**config.mk**
```make
export PLATFORM = sky130hd
export DESIGN_NAME = bcd_addsub_serial_flat
export DESIGN_NICKNAME = d
export VERILOG_FILES = /design/src/rtl/bcd_addsub_serial_pkg.sv /design/src/rtl/bcd_addsub_serial_if.sv /design/src/rtl/bcd_addsub_serial_digit_addc.sv /design/src/rtl/bcd_addsub_serial.sv /design/src/flat_wrapper.sv
export SDC_FILE = /design/constraint.sdc
export NUM_CORES = 1
export LEC_CHECK = 0
export BUFFER_PORTS_ARGS = -buffer_cell sky130_fd_sc_hd__buf_2
export CAP_MARGIN = 20
export CELL_PAD_IN_SITES_DETAIL_PLACEMENT = 2
export CELL_PAD_IN_SITES_GLOBAL_PLACEMENT = 2
export CORE_ASPECT_RATIO = 0.9
export CORE_UTILIZATION = 34
export CTS_BUF_LIST = sky130_fd_sc_hd__clkbuf_8
export DETAILED_ROUTE_END_ITERATION = 16
export PLACE_DENSITY = 0.78
export RECOVER_POWER = 100
export SLEW_MARGIN = 20
export SYNTH_ARGS = -nofsm -noshare
export SYNTH_HDL_FRONTEND = slang
export SYNTH_HIERARCHICAL = 1
export SYNTH_SLANG_ARGS = --single-unit
```
**constraint.sdc**
```tcl
create_clock -name clk -period 3.45 [get_ports clk]
set_clock_uncertainty 0.05 [all_clocks]
set_input_delay 0.5175 -clock clk [delete_from_list [all_inputs] [get_ports clk]]
set_output_delay 0.5175 -clock clk [all_outputs]
set_load 0.02 [all_outputs]
```
**src/rtl/bcd_addsub_serial_pkg.sv**
```systemverilog
// Shared definitions for the serial BCD adder/subtractor.
// Holds BCD digit constants, the controller state encoding and the
// nines-complement helper used when preparing a subtrahend.
package bcd_pkg;

  localparam int unsigned BCD_W    = 4;
  localparam logic [3:0]  BCD_MAX  = 4'd9;
  localparam logic [3:0]  BCD_CORR = 4'd6;

  typedef enum logic [1:0] {
    StIdle = 2'd0,
    StRun  = 2'd1,
    StDone = 2'd2
  } state_e;

  // Nines complement of one BCD digit; result is meaningless for digits > 9.
  function automatic logic [3:0] nines_comp(input logic [3:0] digit);
    return BCD_MAX - digit;
  endfunction

endpackage

```
**src/rtl/bcd_addsub_serial_if.sv**
```systemverilog
// Operand/result handshake bundle for bcd_addsub_serial.
// master: operand producer and result consumer.
// slave:  the adder/subtractor itself.
// Ports: in_valid/in_ready, a_in, b_in, cin_in, sub_in (operand side);
//        out_valid/out_ready, sum_out, cout_out, invalid_out (result side).
interface bcd_addsub_serial_if #(
  parameter int unsigned N = 4
);
  logic             in_valid;
  logic             in_ready;
  logic [4*N-1:0]   a_in;
  logic [4*N-1:0]   b_in;
  logic             cin_in;
  logic             sub_in;
  logic             out_valid;
  logic             out_ready;
  logic [4*N-1:0]   sum_out;
  logic             cout_out;
  logic             invalid_out;

  modport master (
    output in_valid, a_in, b_in, cin_in, sub_in, out_ready,
    input  in_ready, out_valid, sum_out, cout_out, invalid_out
  );

  modport slave (
    input  in_valid, a_in, b_in, cin_in, sub_in, out_ready,
    output in_ready, out_valid, sum_out, cout_out, invalid_out
  );
endinterface

```
**src/rtl/bcd_addsub_serial_digit_addc.sv**
```systemverilog
// One-digit BCD adder with decimal correction (purely combinational).
// Ports: a, b (BCD digits), cin (carry in) -> s (BCD digit), cout (carry out).
module bcd_digit_addc
  import bcd_pkg::*;
(
  input  logic [3:0] a,
  input  logic [3:0] b,
  input  logic       cin,
  output logic [3:0] s,
  output logic       cout
);

  logic [4:0] t;

  assign t = {1'b0, a} + {1'b0, b} + {4'b0000, cin};

  always_comb begin
    s    = t[3:0];
    cout = 1'b0;
    if (t > {1'b0, BCD_MAX}) begin
      // (t + 6) mod 16 only needs the low nibble of t.
      s    = t[3:0] + BCD_CORR;
      cout = 1'b1;
    end
  end

endmodule

```
**src/rtl/bcd_addsub_serial.sv**
```systemverilog
// Serial N-digit packed-BCD adder/subtractor, P digits per clock.
// Subtraction is A + nines(B) + ~cin; the final carry is inverted into a
// borrow. Operands flagged invalid still run full latency but report zero.
// Ports: clk, rst (sync, active high), bus (slave side of
//        bcd_addsub_serial_if: operand and result valid/ready handshakes).
module bcd_addsub_serial
  import bcd_pkg::*;
#(
  parameter int unsigned N = 4,
  parameter int unsigned P = 1
) (
  input  logic                 clk,
  input  logic                 rst,
  bcd_addsub_serial_if.slave   bus
);

  localparam int unsigned Width  = BCD_W * N;
  localparam int unsigned SliceW = BCD_W * P;
  localparam int unsigned Steps  = N / P;
  localparam int unsigned CntW   = (Steps > 1) ? $clog2(Steps) : 1;

  state_e             state_q, state_d;
  logic [Width-1:0]   a_q, a_d, b_q, b_d, res_q, res_d;
  logic [Width-1:0]   sum_q, sum_d;
  logic [CntW-1:0]    cnt_q, cnt_d;
  logic               carry_q, carry_d, sub_q, sub_d, inv_q, inv_d;
  logic               cout_q, cout_d, invalid_q, invalid_d, out_valid_q, out_valid_d;

  // Operand preparation at acceptance.
  logic [Width-1:0]   b_cap;
  logic               inv_cap;

  always_comb begin
    b_cap   = '0;
    inv_cap = 1'b0;
    for (int i = 0; i < int'(N); i++) begin
      b_cap[BCD_W*i +: BCD_W] = bus.sub_in ? nines_comp(bus.b_in[BCD_W*i +: BCD_W])
                                           : bus.b_in[BCD_W*i +: BCD_W];
      inv_cap = inv_cap | (bus.a_in[BCD_W*i +: BCD_W] > BCD_MAX)
                        | (bus.b_in[BCD_W*i +: BCD_W] > BCD_MAX);
    end
  end

  // P chained digit adders over the lowest digits of the shifting operands.
  logic [P:0]         chain;
  logic [SliceW-1:0]  dig;
  logic [Width-1:0]   dig_top;

  assign chain[0] = carry_q;

  for (genvar g = 0; g < int'(P); g++) begin : gen_digit
    bcd_digit_addc u_digit (
      .a    (a_q[BCD_W*g +: BCD_W]),
      .b    (b_q[BCD_W*g +: BCD_W]),
      .cin  (chain[g]),
      .s    (dig[BCD_W*g +: BCD_W]),
      .cout (chain[g+1])
    );
  end

  // New digits enter at the top so digit 0 ends up in bits [3:0].
  assign dig_top = Width'(dig) << (Width - SliceW);

  assign bus.in_ready    = (state_q == StIdle) && !rst;
  assign bus.out_valid   = out_valid_q;
  assign bus.sum_out     = sum_q;
  assign bus.cout_out    = cout_q;
  assign bus.invalid_out = invalid_q;

  always_comb begin
    state_d     = state_q;
    a_d         = a_q;
    b_d         = b_q;
    res_d       = res_q;
    cnt_d       = cnt_q;
    carry_d     = carry_q;
    sub_d       = sub_q;
    inv_d       = inv_q;
    sum_d       = sum_q;
    cout_d      = cout_q;
    invalid_d   = invalid_q;
    out_valid_d = out_valid_q;
    unique case (state_q)
      StIdle: begin
        if (bus.in_valid) begin
          a_d     = bus.a_in;
          b_d     = b_cap;
          carry_d = bus.sub_in ? ~bus.cin_in : bus.cin_in;
          sub_d   = bus.sub_in;
          inv_d   = inv_cap;
          res_d   = '0;
          cnt_d   = '0;
          state_d = StRun;
        end
      end
      StRun: begin
        a_d     = a_q >> SliceW;
        b_d     = b_q >> SliceW;
        res_d   = (res_q >> SliceW) | dig_top;
        carry_d = chain[P];
        cnt_d   = cnt_q + 1'b1;
        if (cnt_q == CntW'(Steps - 1)) begin
          sum_d       = inv_q ? '0 : res_d;
          cout_d      = inv_q ? 1'b0 : (chain[P] ^ sub_q);
          invalid_d   = inv_q;
          out_valid_d = 1'b1;
          state_d     = StDone;
        end
      end
      StDone: begin
        if (bus.out_ready) begin
          out_valid_d = 1'b0;
          state_d     = StIdle;
        end
      end
      default: state_d = StIdle;
    endcase
  end

  always_ff @(posedge clk) begin
    if (rst) begin
      state_q     <= StIdle;
      a_q         <= '0;
      b_q         <= '0;
      res_q       <= '0;
      cnt_q       <= '0;
      carry_q     <= 1'b0;
      sub_q       <= 1'b0;
      inv_q       <= 1'b0;
      sum_q       <= '0;
      cout_q      <= 1'b0;
      invalid_q   <= 1'b0;
      out_valid_q <= 1'b0;
    end else begin
      state_q     <= state_d;
      a_q         <= a_d;
      b_q         <= b_d;
      res_q       <= res_d;
      cnt_q       <= cnt_d;
      carry_q     <= carry_d;
      sub_q       <= sub_d;
      inv_q       <= inv_d;
      sum_q       <= sum_d;
      cout_q      <= cout_d;
      invalid_q   <= invalid_d;
      out_valid_q <= out_valid_d;
    end
  end

endmodule

```
**src/flat_wrapper.sv**
```systemverilog
// flat-port wrapper written by rule: the top's interface ports become plain ports
module bcd_addsub_serial_flat import bcd_pkg::*;
#(
  parameter int unsigned N = 4,
  parameter int unsigned P = 1
)
  (clk, rst, bus_in_valid, bus_a_in, bus_b_in, bus_cin_in, bus_sub_in, bus_out_ready, bus_in_ready, bus_out_valid, bus_sum_out, bus_cout_out, bus_invalid_out);
  bcd_addsub_serial_if #(.N(N)) bus_i ();
  input  logic clk;
  input  logic rst;
  input wire logic [$bits(bus_i.in_valid)-1:0] bus_in_valid;
  input wire logic [$bits(bus_i.a_in)-1:0] bus_a_in;
  input wire logic [$bits(bus_i.b_in)-1:0] bus_b_in;
  input wire logic [$bits(bus_i.cin_in)-1:0] bus_cin_in;
  input wire logic [$bits(bus_i.sub_in)-1:0] bus_sub_in;
  input wire logic [$bits(bus_i.out_ready)-1:0] bus_out_ready;
  output wire logic [$bits(bus_i.in_ready)-1:0] bus_in_ready;
  output wire logic [$bits(bus_i.out_valid)-1:0] bus_out_valid;
  output wire logic [$bits(bus_i.sum_out)-1:0] bus_sum_out;
  output wire logic [$bits(bus_i.cout_out)-1:0] bus_cout_out;
  output wire logic [$bits(bus_i.invalid_out)-1:0] bus_invalid_out;
  assign bus_i.in_valid = bus_in_valid;
  assign bus_i.a_in = bus_a_in;
  assign bus_i.b_in = bus_b_in;
  assign bus_i.cin_in = bus_cin_in;
  assign bus_i.sub_in = bus_sub_in;
  assign bus_i.out_ready = bus_out_ready;
  assign bus_in_ready = bus_i.in_ready;
  assign bus_out_valid = bus_i.out_valid;
  assign bus_sum_out = bus_i.sum_out;
  assign bus_cout_out = bus_i.cout_out;
  assign bus_invalid_out = bus_i.invalid_out;
  bcd_addsub_serial #(.N(N), .P(P)) u_core (.clk(clk), .rst(rst), .bus(bus_i));
endmodule
```
==> results of run 1 <==
kinds of logic after synthesis:
kind of cell / synth area share (%)
and+or+nand+nor: 20.6
DFF: 43.2
muxes: 1.24
adders and majority gates: 4.71
xor gates and xnor gates: 3.24
buffers and inverters: 5.60
AOI/OAI and AO/OA: 21.4
report_power, final:
group          leakage [nW]  internal [mW]  switching, mW  total, mW
Combinational         0.750          0.102          0.163      0.265
Sequential            0.570          0.845         0.0344      0.879
Clock                 0.108          0.367          0.312      0.679
Total                  1.43           1.31          0.509       1.82
final cells by class:
type / count / area share, %
clock buffers: 11 / 4.13
clock inverters: 5 / 1.37
inverters: 10 / 1.02
multi-input cells: 258 / 43.5
flip-flops and latches: 70 / 38.3
well taps: 122 / 4.17
repair buffers: 60 / 7.55
placed cells by master (no fill, tap or decap), drive strengths merged, types with 7 or more instances in the layout:
cell type and instances:
dfxtp 70, a21oi 48, nor2 47, a22oi 39, buf 38, nand2 34
clkbuf 33, nor3b 17, inv 12, o21ai 11, ha 9, xnor2 7
metrics by stage:
stage	power, mW	hold slack [ps]	utilization (%)	instances	worst slack [ps]
after floorplan	1.08	382	-	367	737
after global routing	1.91	362	40.0	536	59.6
after CTS	1.85	360	41.1	536	156
after global placement	1.15	389	38.9	520	582
final	1.82	372	40.0	536	128
after detailed placement	1.17	402	38.9	520	381
how the worst min path moves through the flow:
| stage | slack (ps) | endpoint | startpoint | cells past startpoint |
|---|---|---|---|---|
| final | 370 | u_core/a_q[12] | bus_a_in[12] | 3 |
| after global routing | 360 | u_core/a_q[12] | bus_a_in[12] | 3 |
| after global placement | 390 | u_core/b_q[7] | u_core/b_q[7] | 2 |
| after CTS | 360 | u_core/a_q[12] | bus_a_in[12] | 3 |
| after floorplan | 380 | u_core/b_q[11] | u_core/b_q[11] | 2 |
| after detailed placement | 400 | u_core/a_q[8] | u_core/a_q[8] | 2 |
state kept, by name (all words and copies together), names as in the netlist, 2 cells and up:
name,count
u_core/b_q,16
u_core/cnt_q,2
u_core/a_q,16
u_core/res_q,12
u_core/state_q,2
u_core/bus.sum_out,16
tightest hold or removal path, cell delays in order:
cell	delay (ps)
buf_2	80
a22oi_1	70
nor2_1	80
layer usage:
metal	part of all wire [%]	GRT usage, %	up-vias
met5	0	0	-
li1	-	-	1366
met3	3.4	4.49	10
met1	46	24.8	1424
met2	49	35.7	53
met4	1.1	5.52	0
==> metrics.md, run 1 <==
| Metric | Value |
|---|---|
| Clk Latency, worst-skew pair | 350 ps |
| Max Fclk | 0.301 GHz |
| CTS Sinks | 70 |
| Top cell family by delay on the critical path | adder cells |
| CTS root buf | clkbuf_8 |
| Crit path from | u_core/a_q[0] |
| Fillcell total | 1078 |
| Final min period | 3320 ps |
| Number of nets in the layout | 458 |
| CTS tree | yes |
| Die Y | 94.6 µm |
| Core Region | 0.00917 mm² |
| Crit Path Max Fanout | 3 |
| Yosys warns | 6 |
| Lkg Pwr | 1.43 nW |
| Max_slew headroom | -22.9% |
| Post-Synthesis Cells | 367 |
| Sum Neg Setup Slack | 0 ps |
| GRT Total Usage | 20.2% |
| Failing checks | max-capacitance violations, max-slew violations |
| DRT Wirelength | 9370 µm |
| Pins Over Slew Limit | 44 |
| Max clock buf depth | 2 |
| Largest cells by area after synthesis | dfxtp_1 (43%), a22oi_1 (9.0%), a21oi_1 (7.4%) |
| Post-DP HPWL | 6140 µm |
| Crit path arrival time | 3480 ps |
| Register bit count reported by yosys | 70 |
| Syn avg cell area | 8.83 µm² |
| RR Endpoint | u_core/bus.sum_out[15] |
| Post-synthesis sequential area ratio | 43.2% |
| DP Area | 0.00357 mm² |
| Finished Cell Area | 0.00366 mm² |
| Critical R2R Launch | u_core/a_q[0] |
| Crit path to | u_core/bus.sum_out[15] |
| Initial antenna violation count | 0 |
| Area growth from synthesis to layout | 13.1% |
| Die X | 105 µm |
| Synthesized area | 0.00324 mm² |
| Post-CTS Resized | 0 |
| Maxcap violations | 1 |
| Largest net degree at the start of global routing | 71 |
| R2R Setup Slk | 130 ps |
| Vias in the first global route | 3021 |
| Cell repeated most along the worst path | fa_1 |
| CP max stage delay | 610 ps |
| Mapped Nets | 416 |
| Cell type with the largest total area after synthesis | dfxtp_1 |
| I/O pin count | 58 |
| DRT Pass-1 Iters | 4 |
| Post-synth EDFFs | 0 |
| Most used DFF post-synth | dfxtp_1 |
| Postcts setup bufs | 0 |
| First-pass GRT wire length | 15400 µm |
| Count of final setup violators | 0 |
| CP Depth | 10 |
| Pwr Density | 498 mW/mm² |
| Setup CP Type | reg2reg |
| Initial DRC count | 118 |
| Synth unique cells | 39 |
| Hold Crit Class | in2reg |
| RSZ-0062 raised after global routing | no |
| Total grt overflow | 0 |
| CTS Buf Count | 9 |
| VDD IR max | 0.203 mV |
| Vias | 2853 |
| Period utilisation layout | 96.3% |
| Crit end category | flip-flop |
| CTS H-tree lvls | 3 |
| RD Place Congestion | 0.838 |
| Cell row count | 33 |
| Crit-path cells | fa_1 -> fa_1 -> xnor2_1 -> ha_1 -> a31o_1 -> a2111oi_0 -> nor2b_1 -> nor3b_2 -> a21oi_1 -> nor2_1 |
| Diodes inserted | 0 |
| Async SR Flop Fraction | 0% |
| Synth top area share | 43.2% |
| Hold_buf cts | 0 |
| Starting density of the core | 35.4% |
| Worst-Margin Slew | 1840 ps |
| Die area | 0.00993 mm² |
| Status | finished, violations left |
| DR WL/cell | 17.5 µm |
| Most common cell in the netlist | dfxtp_1 |
| Critical Path RT | 3600 ps |
| Final Hold Viols | 0 |
| Buffers on Ports | 57 |
| Startpoint Class | flip-flop |
| Routed vias/inst | 5.32 |
| Critical path's slowest cell | a2111oi_0 |
| ANT nets after route | 0 |
| Commonest cells in the netlist | dfxtp_1 (70), a21oi_1 (48), nor2_1 (46) |
| Share of cells above drive strength 1 | 15.5% |
| Reg2Reg Depth | 10 |
| # DRC | 0 |
| Multi-input gate area | 0.00159 mm² |
| CTS clock-pin slew for the worst setup and hold paths | 70 ps |
| Buf/Inv on CP | 0 |
| Seq. cell area | 0.00140 mm² |
Power figures use the tool's default switching activity.
==> inputs of run 2 (changes only) <==
GPL_TIMING_DRIVEN = 1   (was not set)
MAX_ROUTING_LAYER = met4   (was not set)
==> run 2 against run 1 <==
Compared with the run above:
- the flow still finishes with violations (max-capacitance violations, max-slew violations)
- flip-flop and latch count stayed put
- via count is 0.32% lower
- clock power hardly changed
- first-iteration DRC count is 12% lower
- die area stayed put
- critical path depth stayed put
- routed wire length hardly changed
- critical path type unchanged
- largest power group unchanged
==> metrics.md, run 2 (synthesis gave the netlist of run 1 again) <==
| Metric | Value |
|---|---|
| DR top layer | met4 |
| Core Region | 0.00917 mm² |
| # DRC | 0 |
| CTS Sinks | 70 |
| Number of nets in the layout | 458 |
| Max_slew headroom | -24.4% |
| Crit path from | u_core/a_q[0] |
| Crit path arrival time | 3390 ps |
| Startpoint Class | flip-flop |
| Worst-Margin Slew | 1860 ps |
| Reg2Reg Depth | 10 |
| Max clock buf depth | 2 |
| CTS tree | yes |
| Initial DRC count | 104 |
| DR WL/cell | 17.5 µm |
| Count of final setup violators | 0 |
| Die X | 105 µm |
| Vias | 2844 |
| CTS clock-pin slew for the worst setup and hold paths | 80 ps |
| Hold Crit Class | in2reg |
| ANT nets after route | 0 |
| Buffers on Ports | 57 |
| Failing checks | max-capacitance violations, max-slew violations |
| Clk Latency, worst-skew pair | 350 ps |
| Share of cells above drive strength 1 | 15.5% |
| CTS Buf Count | 9 |
| First-pass GRT wire length | 15400 µm |
| Hold_buf cts | 0 |
| Final min period | 3230 ps |
| CTS root buf | clkbuf_8 |
| DRT Wirelength | 9370 µm |
| Status | finished, violations left |
| Cell row count | 33 |
| Max Fclk | 0.309 GHz |
| M1 WL | 4290 µm |
| Pins Over Slew Limit | 44 |
| I/O pin count | 58 |
| Maxcap violations | 1 |
| Most frequent cells in the layout | dfxtp_1 (70), a21oi_1 (48), nor2_1 (46) |
| Vias in the first global route | 3018 |
| DR WL met2 | 4700 µm |
| GRT Total Usage | 20.8% |
| Total grt overflow | 0 |
| DR WL met3 | 285 µm |
| RR Endpoint | u_core/bus.sum_out[15] |
| CTS H-tree lvls | 3 |
| Die area | 0.00993 mm² |
| DRT Pass-1 Iters | 4 |
| Starting density of the core | 35.4% |
| Die Y | 94.6 µm |
| RSZ-0062 raised after global routing | no |
| Final Hold Viols | 0 |
| VDD IR max | 0.202 mV |
| Crit end category | flip-flop |
| RD Place Congestion | 0.850 |
| Routed vias/inst | 5.31 |
| Largest net degree at the start of global routing | 71 |
| Lkg Pwr | 1.43 nW |
| Post-CTS Resized | 0 |
| Critical R2R Launch | u_core/a_q[0] |
| Sum Neg Setup Slack | 0 ps |
| Setup CP Type | reg2reg |
| Postcts setup bufs | 0 |
| Post-DP HPWL | 6140 µm |
| R2R Setup Slk | 220 ps |
| Period utilisation layout | 93.7% |
| Crit path to | u_core/bus.sum_out[15] |
| Final Util | 40.0% |
| Pwr Density | 497 mW/mm² |
| Crit Path Max Fanout | 3 |
| Critical Path RT | 3600 ps |
| Area growth from synthesis to layout | 13.1% |
| Leading cell type in the layout, fill and taps excluded | dfxtp_1 |
| Initial antenna violation count | 0 |
| Diodes inserted | 0 |
## run 2: worst min path at each step
stage,from,endpoint,cells after the start,slack [ps]
floorplan,u_core/b_q[11],u_core/b_q[11],2,380
global placement,u_core/b_q[7],u_core/b_q[7],2,390
detailed placement,u_core/a_q[8],u_core/a_q[8],2,400
CTS,bus_a_in[12],u_core/a_q[12],3,360
global route,bus_a_in[12],u_core/a_q[12],3,360
finish,bus_a_in[12],u_core/a_q[12],3,370
## run 2: area by class of cell
cell class / instances / area (µm²)
clock buffers: 11 / 151
flip-flops and latches: 70 / 1400
clock inverters: 5 / 50.0
multi-input cells: 258 / 1590
inverters: 10 / 37.5
repair buffers: 60 / 277
well taps: 122 / 153
fillers: 1078 / 5500
## run 2: through the flow
step           area (µm²)  hold WS [ps]  power (mW)  instances  worst slack [ps]
3_3_place_gp         3570           389        1.15        520               582
5_1_grt              3660           362        1.91        536              59.6
4_1_cts              3770           360        1.85        536               156
3_5_place_dp         3570           402        1.17        520               381
2_1_floorplan        3240           382        1.08        367               737
6_report             3660           371        1.82        536               218
## run 2: critical path, stage by stage, from the launching register on
cell and delay [ps]:
dfxtp_1 330, fa_1 460, fa_1 430, xnor2_1 190, ha_1 270, a31o_1 250, a2111oi_0 530, nor2b_1 150
nor3b_2 190, a21oi_1 180, nor2_1 60
## run 2: power breakdown
group / total [mW] / switching, mW / leakage (nW) / internal [mW]
Combinational: 0.266 / 0.163 / 0.750 / 0.102
Sequential: 0.879 / 0.0344 / 0.570 / 0.845
Clock: 0.677 / 0.310 / 0.108 / 0.367
Total: 1.82 / 0.508 / 1.43 / 1.31
## run 2: metal layers
layer  GRT usage [%]  up-vias
li1                -     1366
met1            24.8     1422
met2            35.7       46
met3            4.49       10
met4            5.52        0
met5               -        -
